===== config.mk =====
export PLATFORM = sky130hd
export DESIGN_NAME = ntt_host_sequencer
export DESIGN_NICKNAME = d
export VERILOG_FILES = /design/src/rtl/ntt_host_sequencer.sv
export SDC_FILE = /design/constraint.sdc
export NUM_CORES = 1
export LEC_CHECK = 0
export ABC_AREA = 1
export BUFFER_PORTS_ARGS = -buffer_cell sky130_fd_sc_hd__clkbuf_2
export CAP_MARGIN = 0
export CORE_MARGIN = 4
export CORE_UTILIZATION = 48
export DETAILED_ROUTE_END_ITERATION = 8
export GPL_ROUTABILITY_DRIVEN = 1
export HOLD_SLACK_MARGIN = 0.12
export PLACE_DENSITY = 0.88
export SLEW_MARGIN = 15
export SYNTH_ARGS = -nofsm -noshare
export SYNTH_HDL_FRONTEND = slang
export SYNTH_SLANG_ARGS = --single-unit

===== constraint.sdc =====
create_clock -name clk -period 3.05 [get_ports clk]
set_clock_uncertainty 0.1 [all_clocks]
set_input_delay 0.1525 -clock clk [delete_from_list [all_inputs] [get_ports clk]]
set_output_delay 0.1525 -clock clk [all_outputs]
set_load 0.005 [all_outputs]

===== src/rtl/ntt_host_sequencer.sv =====
`default_nettype none
// ============================================================================
//  Module   : ntt_host_sequencer
//  Purpose  : Host-side initiator for the NTT core load/start/done protocol.
//             Streams twiddles, inverse twiddles, parameters and the
//             polynomial from a synchronous-read source memory into the core,
//             starts the transform, waits for done and writes the result
//             polynomial to a result memory.
//  Revision : 1.0  initial release
// ============================================================================
module ntt_host_sequencer #(
    parameter int DATA_W     = 32,
    parameter int RING_DEPTH = 12,
    parameter int PE_DEPTH   = 3,
    parameter int W_COUNT    = (((1 << (RING_DEPTH - PE_DEPTH)) - 1) + PE_DEPTH) << PE_DEPTH,
    parameter int GAP        = 5,
    parameter int SRC_AW     = 16,
    parameter int TIMEOUT    = 1 << 20
) (
    input  logic                  clk,
    input  logic                  reset,
    input  logic                  go,
    output logic                  busy,
    output logic                  finished,
    output logic                  err,
    output logic                  src_rd,
    output logic [SRC_AW-1:0]     src_addr,
    input  logic [DATA_W-1:0]     src_data,
    output logic                  load_w,
    output logic                  load_data,
    output logic                  start,
    output logic [DATA_W-1:0]     din,
    input  logic                  done,
    input  logic [DATA_W-1:0]     dout,
    output logic                  res_we,
    output logic [RING_DEPTH-1:0] res_addr,
    output logic [DATA_W-1:0]     res_data
);

    localparam int c_ring_size = 1 << RING_DEPTH;
    // Both twiddle tables plus q and n_inv travel in one load_w stream.
    localparam int c_wlen      = 2 * W_COUNT + 2;
    localparam int c_max_a     = (c_wlen > c_ring_size) ? c_wlen : c_ring_size;
    localparam int c_max_b     = (c_max_a > GAP) ? c_max_a : GAP;
    localparam int c_cnt_max   = (c_max_b > TIMEOUT) ? c_max_b : TIMEOUT;
    localparam int CNT_W       = $clog2(c_cnt_max + 1);

    typedef enum logic [3:0] {
        S_IDLE      = 4'd0,
        S_LDW       = 4'd1,
        S_WSTREAM   = 4'd2,
        S_GAP1      = 4'd3,
        S_LDD       = 4'd4,
        S_DSTREAM   = 4'd5,
        S_GAP2      = 4'd6,
        S_START     = 4'd7,
        S_WAIT_DONE = 4'd8,
        S_CAPTURE   = 4'd9,
        S_FIN       = 4'd10
    } state_t;

    logic [1:0]            r_rst_sync;
    logic                  w_rst_n;
    state_t                r_state;
    state_t                w_next;
    logic [CNT_W-1:0]      r_cnt;
    logic                  w_src_rd;
    logic [SRC_AW-1:0]     w_src_addr;
    logic                  w_timeout;
    logic                  r_dvalid;
    logic                  r_err;
    logic                  r_we;
    logic [RING_DEPTH-1:0] r_waddr;
    logic [DATA_W-1:0]     r_wdata;

    // Reset asserts asynchronously and releases two clocks after the pin rises.
    always_ff @(posedge clk or negedge reset) begin
        if (!reset) r_rst_sync <= 2'b00;
        else        r_rst_sync <= {r_rst_sync[0], 1'b1};
    end

    assign w_rst_n = r_rst_sync[1];

    // State register.
    always_ff @(posedge clk or negedge w_rst_n) begin
        if (!w_rst_n) r_state <= S_IDLE;
        else          r_state <= w_next;
    end

    // Next state, source read schedule and timeout detection.
    always_comb begin
        w_next     = r_state;
        w_src_rd   = 1'b0;
        w_src_addr = '0;
        w_timeout  = 1'b0;
        case (r_state)
            S_IDLE: if (go) w_next = S_LDW;
            S_LDW: begin
                w_src_rd = 1'b1;
                w_next   = S_WSTREAM;
            end
            S_WSTREAM: begin
                // Reads run one word ahead of din and stop at the last word.
                if (r_cnt < CNT_W'(c_wlen - 1)) begin
                    w_src_rd   = 1'b1;
                    w_src_addr = SRC_AW'(r_cnt) + SRC_AW'(1);
                end
                if (r_cnt == CNT_W'(c_wlen - 1)) w_next = S_GAP1;
            end
            S_GAP1: if (r_cnt == CNT_W'(GAP - 1)) w_next = S_LDD;
            S_LDD: begin
                w_src_rd   = 1'b1;
                w_src_addr = SRC_AW'(c_wlen);
                w_next     = S_DSTREAM;
            end
            S_DSTREAM: begin
                if (r_cnt < CNT_W'(c_ring_size - 1)) begin
                    w_src_rd   = 1'b1;
                    w_src_addr = SRC_AW'(c_wlen + 1) + SRC_AW'(r_cnt);
                end
                if (r_cnt == CNT_W'(c_ring_size - 1)) w_next = S_GAP2;
            end
            S_GAP2: if (r_cnt == CNT_W'(GAP - 1)) w_next = S_START;
            S_START: w_next = S_WAIT_DONE;
            S_WAIT_DONE: begin
                // r_cnt = 0 one cycle after start, so err shows TIMEOUT cycles after start.
                if (done) begin
                    w_next = S_CAPTURE;
                end else if (r_cnt == CNT_W'(TIMEOUT - 2)) begin
                    w_timeout = 1'b1;
                    w_next    = S_IDLE;
                end
            end
            S_CAPTURE: if (r_cnt == CNT_W'(c_ring_size - 1)) w_next = S_FIN;
            S_FIN: w_next = S_IDLE;
            default: w_next = S_IDLE;
        endcase
    end

    // Phase counter, din valid flag, sticky error and registered result writes.
    always_ff @(posedge clk or negedge w_rst_n) begin
        if (!w_rst_n) begin
            r_cnt    <= '0;
            r_dvalid <= 1'b0;
            r_err    <= 1'b0;
            r_we     <= 1'b0;
            r_waddr  <= '0;
            r_wdata  <= '0;
        end else begin
            if ((w_next != r_state) || (r_state == S_IDLE)) r_cnt <= '0;
            else                                             r_cnt <= r_cnt + CNT_W'(1);
            r_dvalid <= w_src_rd;
            if ((r_state == S_IDLE) && go) r_err <= 1'b0;
            else if (w_timeout)            r_err <= 1'b1;
            r_we    <= (r_state == S_CAPTURE);
            r_waddr <= (r_state == S_CAPTURE) ? RING_DEPTH'(r_cnt) : '0;
            r_wdata <= (r_state == S_CAPTURE) ? dout : '0;
        end
    end

    assign busy      = (r_state != S_IDLE) && (r_state != S_FIN);
    assign finished  = (r_state == S_FIN);
    assign err       = r_err;
    assign src_rd    = w_src_rd;
    assign src_addr  = w_src_addr;
    assign load_w    = (r_state == S_LDW);
    assign load_data = (r_state == S_LDD);
    assign start     = (r_state == S_START);
    assign din       = r_dvalid ? src_data : '0;
    assign res_we    = r_we;
    assign res_addr  = r_waddr;
    assign res_data  = r_wdata;

endmodule
`default_nettype wire


# Word level (Yosys, flattened, before mapping)
# Index checks and enable logic that the tools add are counted.
totals:
  reg_bits: 74
  inputBits: 68
  output_inout_bits: 100
  word_cells: 60
classes:
  addsub: 3
  order_cmp: 2
  n_eq_ne: 16
  n_mux: 24
  reduce_logical: 7
op_table:
  columns: ["op", "count"]
  rows:
  - ["2-to-1 mux 32 bit", 2]
  - ["case mux 16 bit (3 select lines)", 1]
  - ["case mux 4 bit (10 select lines)", 1]
  - ["2-to-1 mux 16 bit", 2]
  - ["2-to-1 mux 4 bit", 8]
  - ["adder 21 x 1 -> 21 bit, second input constant", 1]
  - ["== test 21 x 12 -> 1 bit, second input constant", 1]
  - ["== test 21 x 14 -> 1 bit, second input constant", 1]
  - ["== test 21 x 20 -> 1 bit, second input constant", 1]
  - ["== test 21 x 3 -> 1 bit, second input constant", 1]
  - ["< comparator 21 x 12 -> 1 bit, second input constant", 1]
  - ["< comparator 21 x 14 -> 1 bit, second input constant", 1]
  - ["2-to-1 mux 21 bit", 1]
  - ["adder 14 x 16 -> 16 bit, first input constant", 1]
  - ["adder 16 x 1 -> 16 bit, second input constant", 1]
  - ["== test 4 x 3 -> 1 bit, second input constant", 4]
  - ["== test 4 bit, second input constant", 3]
  - ["2-to-1 mux 12 bit", 1]
  - ["== test 4 x 2 -> 1 bit, second input constant", 2]
  - ["2-to-1 mux 1 bit", 7]
  - ["== test 4 x 1 -> 1 bit, second input constant", 1]
  - ["logical NOT 4 bit", 1]
  - ["!= test 4 bit", 1]
  - ["!= test 4 bit, second input constant", 1]
  - ["6 further kinds", 7]

# Longest topological paths before layout
depth:
  depth_word: 7
  depth_mapped: 14
  depth_no_buf: 13

# Least setup slack after synthesis
# OpenSTA, ideal clock, no wires.
synth_timing:
  kind: "register to output"
  startpoint: "register r_cnt[0]"
  endpoint: "output src_addr[12]"
  arrival_ns: 1.718
  t_required_ns: 2.797
  slack_ns: 1.079
  path_stages_with_launch: 11
  path_buffers: 0
  cell_sequence: "dfrtp_1 > inv_1 > ha_1 > or2_2 > o21ai_2 > nand3_1 > nor2_1 > nand2_1 > o21ai_1 > nand2_1 > o21ai_0"
synth_between:
  elab_chain_len: 3
  elab_cells_between_ends: 7
  cone_classes: "add/sub (2); order compare (2); mux (3)"
synth_rtl:
  columns: ["item", "line_no", "source"]
  rows:
  - ["start, declared", "66", "logic [CNT_W-1:0] r_cnt;"]
  - ["start signal, assigned", "151", "else r_cnt <= r_cnt + CNT_W'(1);"]
  - ["< comparator 21 x 12 -> 1 bit (tied with other cells)", "117", "if (r_cnt < CNT_W'(c_ring_size - 1)) begin"]
  - ["2-to-1 mux 16 bit (on tied branches)", "117, 104", null]
  - ["case mux 16 bit (3 select lines) *", "96", "case (r_state)"]
  - ["end, declared", "27", "output logic [SRC_AW-1:0] src_addr,"]
# Every way passes the cells marked *; elsewhere a longest branch is shown, timed or not.

# Final worst setup path
# Ends and elaborated chain as after synthesis.

==> results.ini <==
[run_status]
status = complete, no violations

[synth]
postSynthAreaPerCell_sq_um = 7.668
synth_edf_count = 0
synth_area_leaders = dfrtp_1 48%, inv_1 10%, nand2_1 9.5%
synth_top_area_cell = dfrtp_1
synthFlopType = dfrtp_1
yosysTopAreaCellShare_pct = 47.63
ys_ff_latch = 74
yosysWarningCount = 0
synth_cell_type_count = 35
async_flop_share_pct = 100.0
seq_area_frac_synth_pct = 47.63
netlist_area_sq_mm = 0.003887
syn-instance-count = 507

[clock_network]
cts_max_path_buffers = 2
clock_latency_ps = 360
postCtsSetupRepairBufs = 0
clk_pin_slew_worst_paths_ps = 80
clock-sinks = 74
root_buffer = clkbuf_8
numCtsBuffers = 9
cts_tree = done
cts_htree_levels = 3

[sta]
fmax_mhz = 351.6
slew_violations = 0
period_needed_ps = 2844
timing.setup.tns_ps = 0
setup_violations = 0
hold_viol_final = 0
layout_worst_path_cycle_share_pct = 93.26
slew_headroom_pct = 43.25
rsz0062_at_grt = false
worst_slew_pin_slew_ps = 851.3

[worst_setup_path]
path_common_cell = nand2_1
cp-end-kind = output pin
crit_type = reg -> out
cp.required_ps = 2800
path_buf_inv = 2
path_delay_family = simple AND/OR/NAND/NOR gates
startpoint_type = register
cp_cell_sequence = inv_1 > ha_1 > or2_2 > o21ai_2 > nand3_1 > nor2_1 > nand2_1 > o21ai_1 > nand2_1 > o21ai_0 > clkbuf_2
critPathSlowestCell = dfrtp_1
crit_arrival_ps = 2590
slowest_delay_ps = 440
cp_max_fo = 7

[floorplan]
coreArea_sq_mm = 0.007807
io_pins = 168
die_area_sq_mm = 0.009603
die_y_um = 98.00
die_w_um = 98.00
rows = 32
initial_core_util_pct = 49.79

[global_routing]
grt_usage_pct = 25.28
grt_first_pass_wirelength_mm = 19.53
grt_max_degree = 45
antenna_found_initial = 0
grt-ovfl-total = 0
first_global_vias = 4213

[place]
io_buffers = 165
dp_hpwl_mm = 8.346
dp_cells = 762
place_congestion = 1.050

[route]
dr.pass1.iters = 5
drtAntennaViolNets = 0
routed_via_density = 4.862
drc_errors = 0
initialDrtViolationCount = 212
route.vias.total = 3953
wire_per_inst_um = 14.76
drt-total-wl_mm = 12.00

[job]
maxCapViolations = 0

[finish]
fin_util_pct = 68.16
insertedDiodeCount = 0
final_common_cell = clkbuf_2
final_cell_mix = 165 x clkbuf_2, 105 x inv_1, 98 x nand2_1
nets = 779
fillers = 585
syn2layout_area_growth_pct = 36.88
finalNonFillerCells = 813
drive_above_1_share_pct = 31.65

[power_and_ir_drop]
ir_worst_vdd_uv = 357.3
p_leak_nw = 3.172
p_per_area_mw_per_mm2 = 538.3

[min_path]
hold_class = in -> reg

timing repair:
item | 4_1_cts | 5_1_grt
hold endpoints to repair | 35 | 0
gates resized for setup | 0 | 1
hold buffers | 35 | 0
endpoints found under the setup margin | 0 | 1
per-stage QoR:
| step | setup slack, ps | area, sq um | hold WS [ps] | power [W] |
|---|---|---|---|---|
| 4_1_cts | 227.7 | 5319 | 155.3 | 0.002860 |
| 5_1_grt | 12.74 | 5321 | 198.4 | 0.003040 |
| 3_5_place_dp | 564.6 | 4767 | -156.6 | 0.002048 |
| 2_1_floorplan | 736.6 | 3891 | -243.1 | 0.001740 |
| 6_report | 205.5 | 5321 | 164.5 | 0.002864 |
| 3_3_place_gp | 634.6 | 4767 | -160.2 | 0.002032 |
tightest hold or removal path: stages:
cell and delay [ps]:
clkbuf_2 120, o21ai_0 120, nand3_2 100, nor2_1 50, inv_1 50
synthesized netlist by cell type (2+ instances only):
cell and instances:
nand2_2 7, nor3_1 3, conb_1 2, xor2_1 16
inv_1 105, nor2_1 91, o21ai_0 16, dfrtp_1 74
o211ai_1 2, o22ai_1 6, inv_2 2, buf_6 3
nor2_4 2, clkbuf_1 8, nor2_2 22, nand3_2 2
xnor2_1 3, buf_4 5, nand2_1 98, o21ai_1 2
a21oi_1 2, ha_1 5, nand4_1 5, nand3_1 15
cells by family (layout without fill, tap and decap cells):
kind of cell    count (synthesis)  in the layout  synth area share (%)
xor+xnor                       19             19                 4.281
buf+inv                       123            326                 12.94
other cells                     2              3                0.1932
flops                          74             74                 47.63
fa+ha+maj                       5              5                 1.609
compound gates                 34             34                 5.150
simple gates                  250            250                 28.19
per-layer routing:
layer  GRT usage, %  vias to the layer above  wire, um
li1               -                     1886         -
met3          8.929                       32      1188
met5              0                        -         0
met1          26.50                     1833      4339
met2          45.86                      202      6108
met4          10.22                        0       365
path summary, 6_finish.rpt:
kind	from	endpoint	slack (ps)	cells past startpoint
min in group asynchronous	r_rst_sync[1]	r_cnt[8]	240	0
hold / removal	done	r_state[0]	160	5
hold reg to reg	r_rst_sync[1]	r_cnt[8]	240	0
max in group asynchronous	r_rst_sync[1]	res_addr[9]	1820	1
setup reg to reg	r_cnt[0]	r_cnt[7]	430	12
setup / recovery	r_cnt[0]	src_addr[12]	210	11
flip-flops by register name, summed over array words and instances, names as in the netlist:
name and count:
res_data 32, res_we 1, err 1, r_dvalid 1
res_addr 12, r_rst_sync 2, r_state 4, r_cnt 21
report_power, final:
group	internal, W	switching (W)
combinational	0.000337	0.000621
sequential	0.00102	0.0000998
clock	0.000385	0.000401
total	0.00174	0.00112
area by class of cell:
type	instances	area, sq um	share of cell area (%)
tap	102	127.6	2.398
multi-input combinational	311	1539	28.92
inverter	107	401.6	7.548
clock buffer	9	123.9	2.328
sequential	74	1853	34.82
clock inverter	7	77.57	1.458
timing repair buffer	203	1199	22.53
No activity file was read; power rests on OpenSTA's default activity.
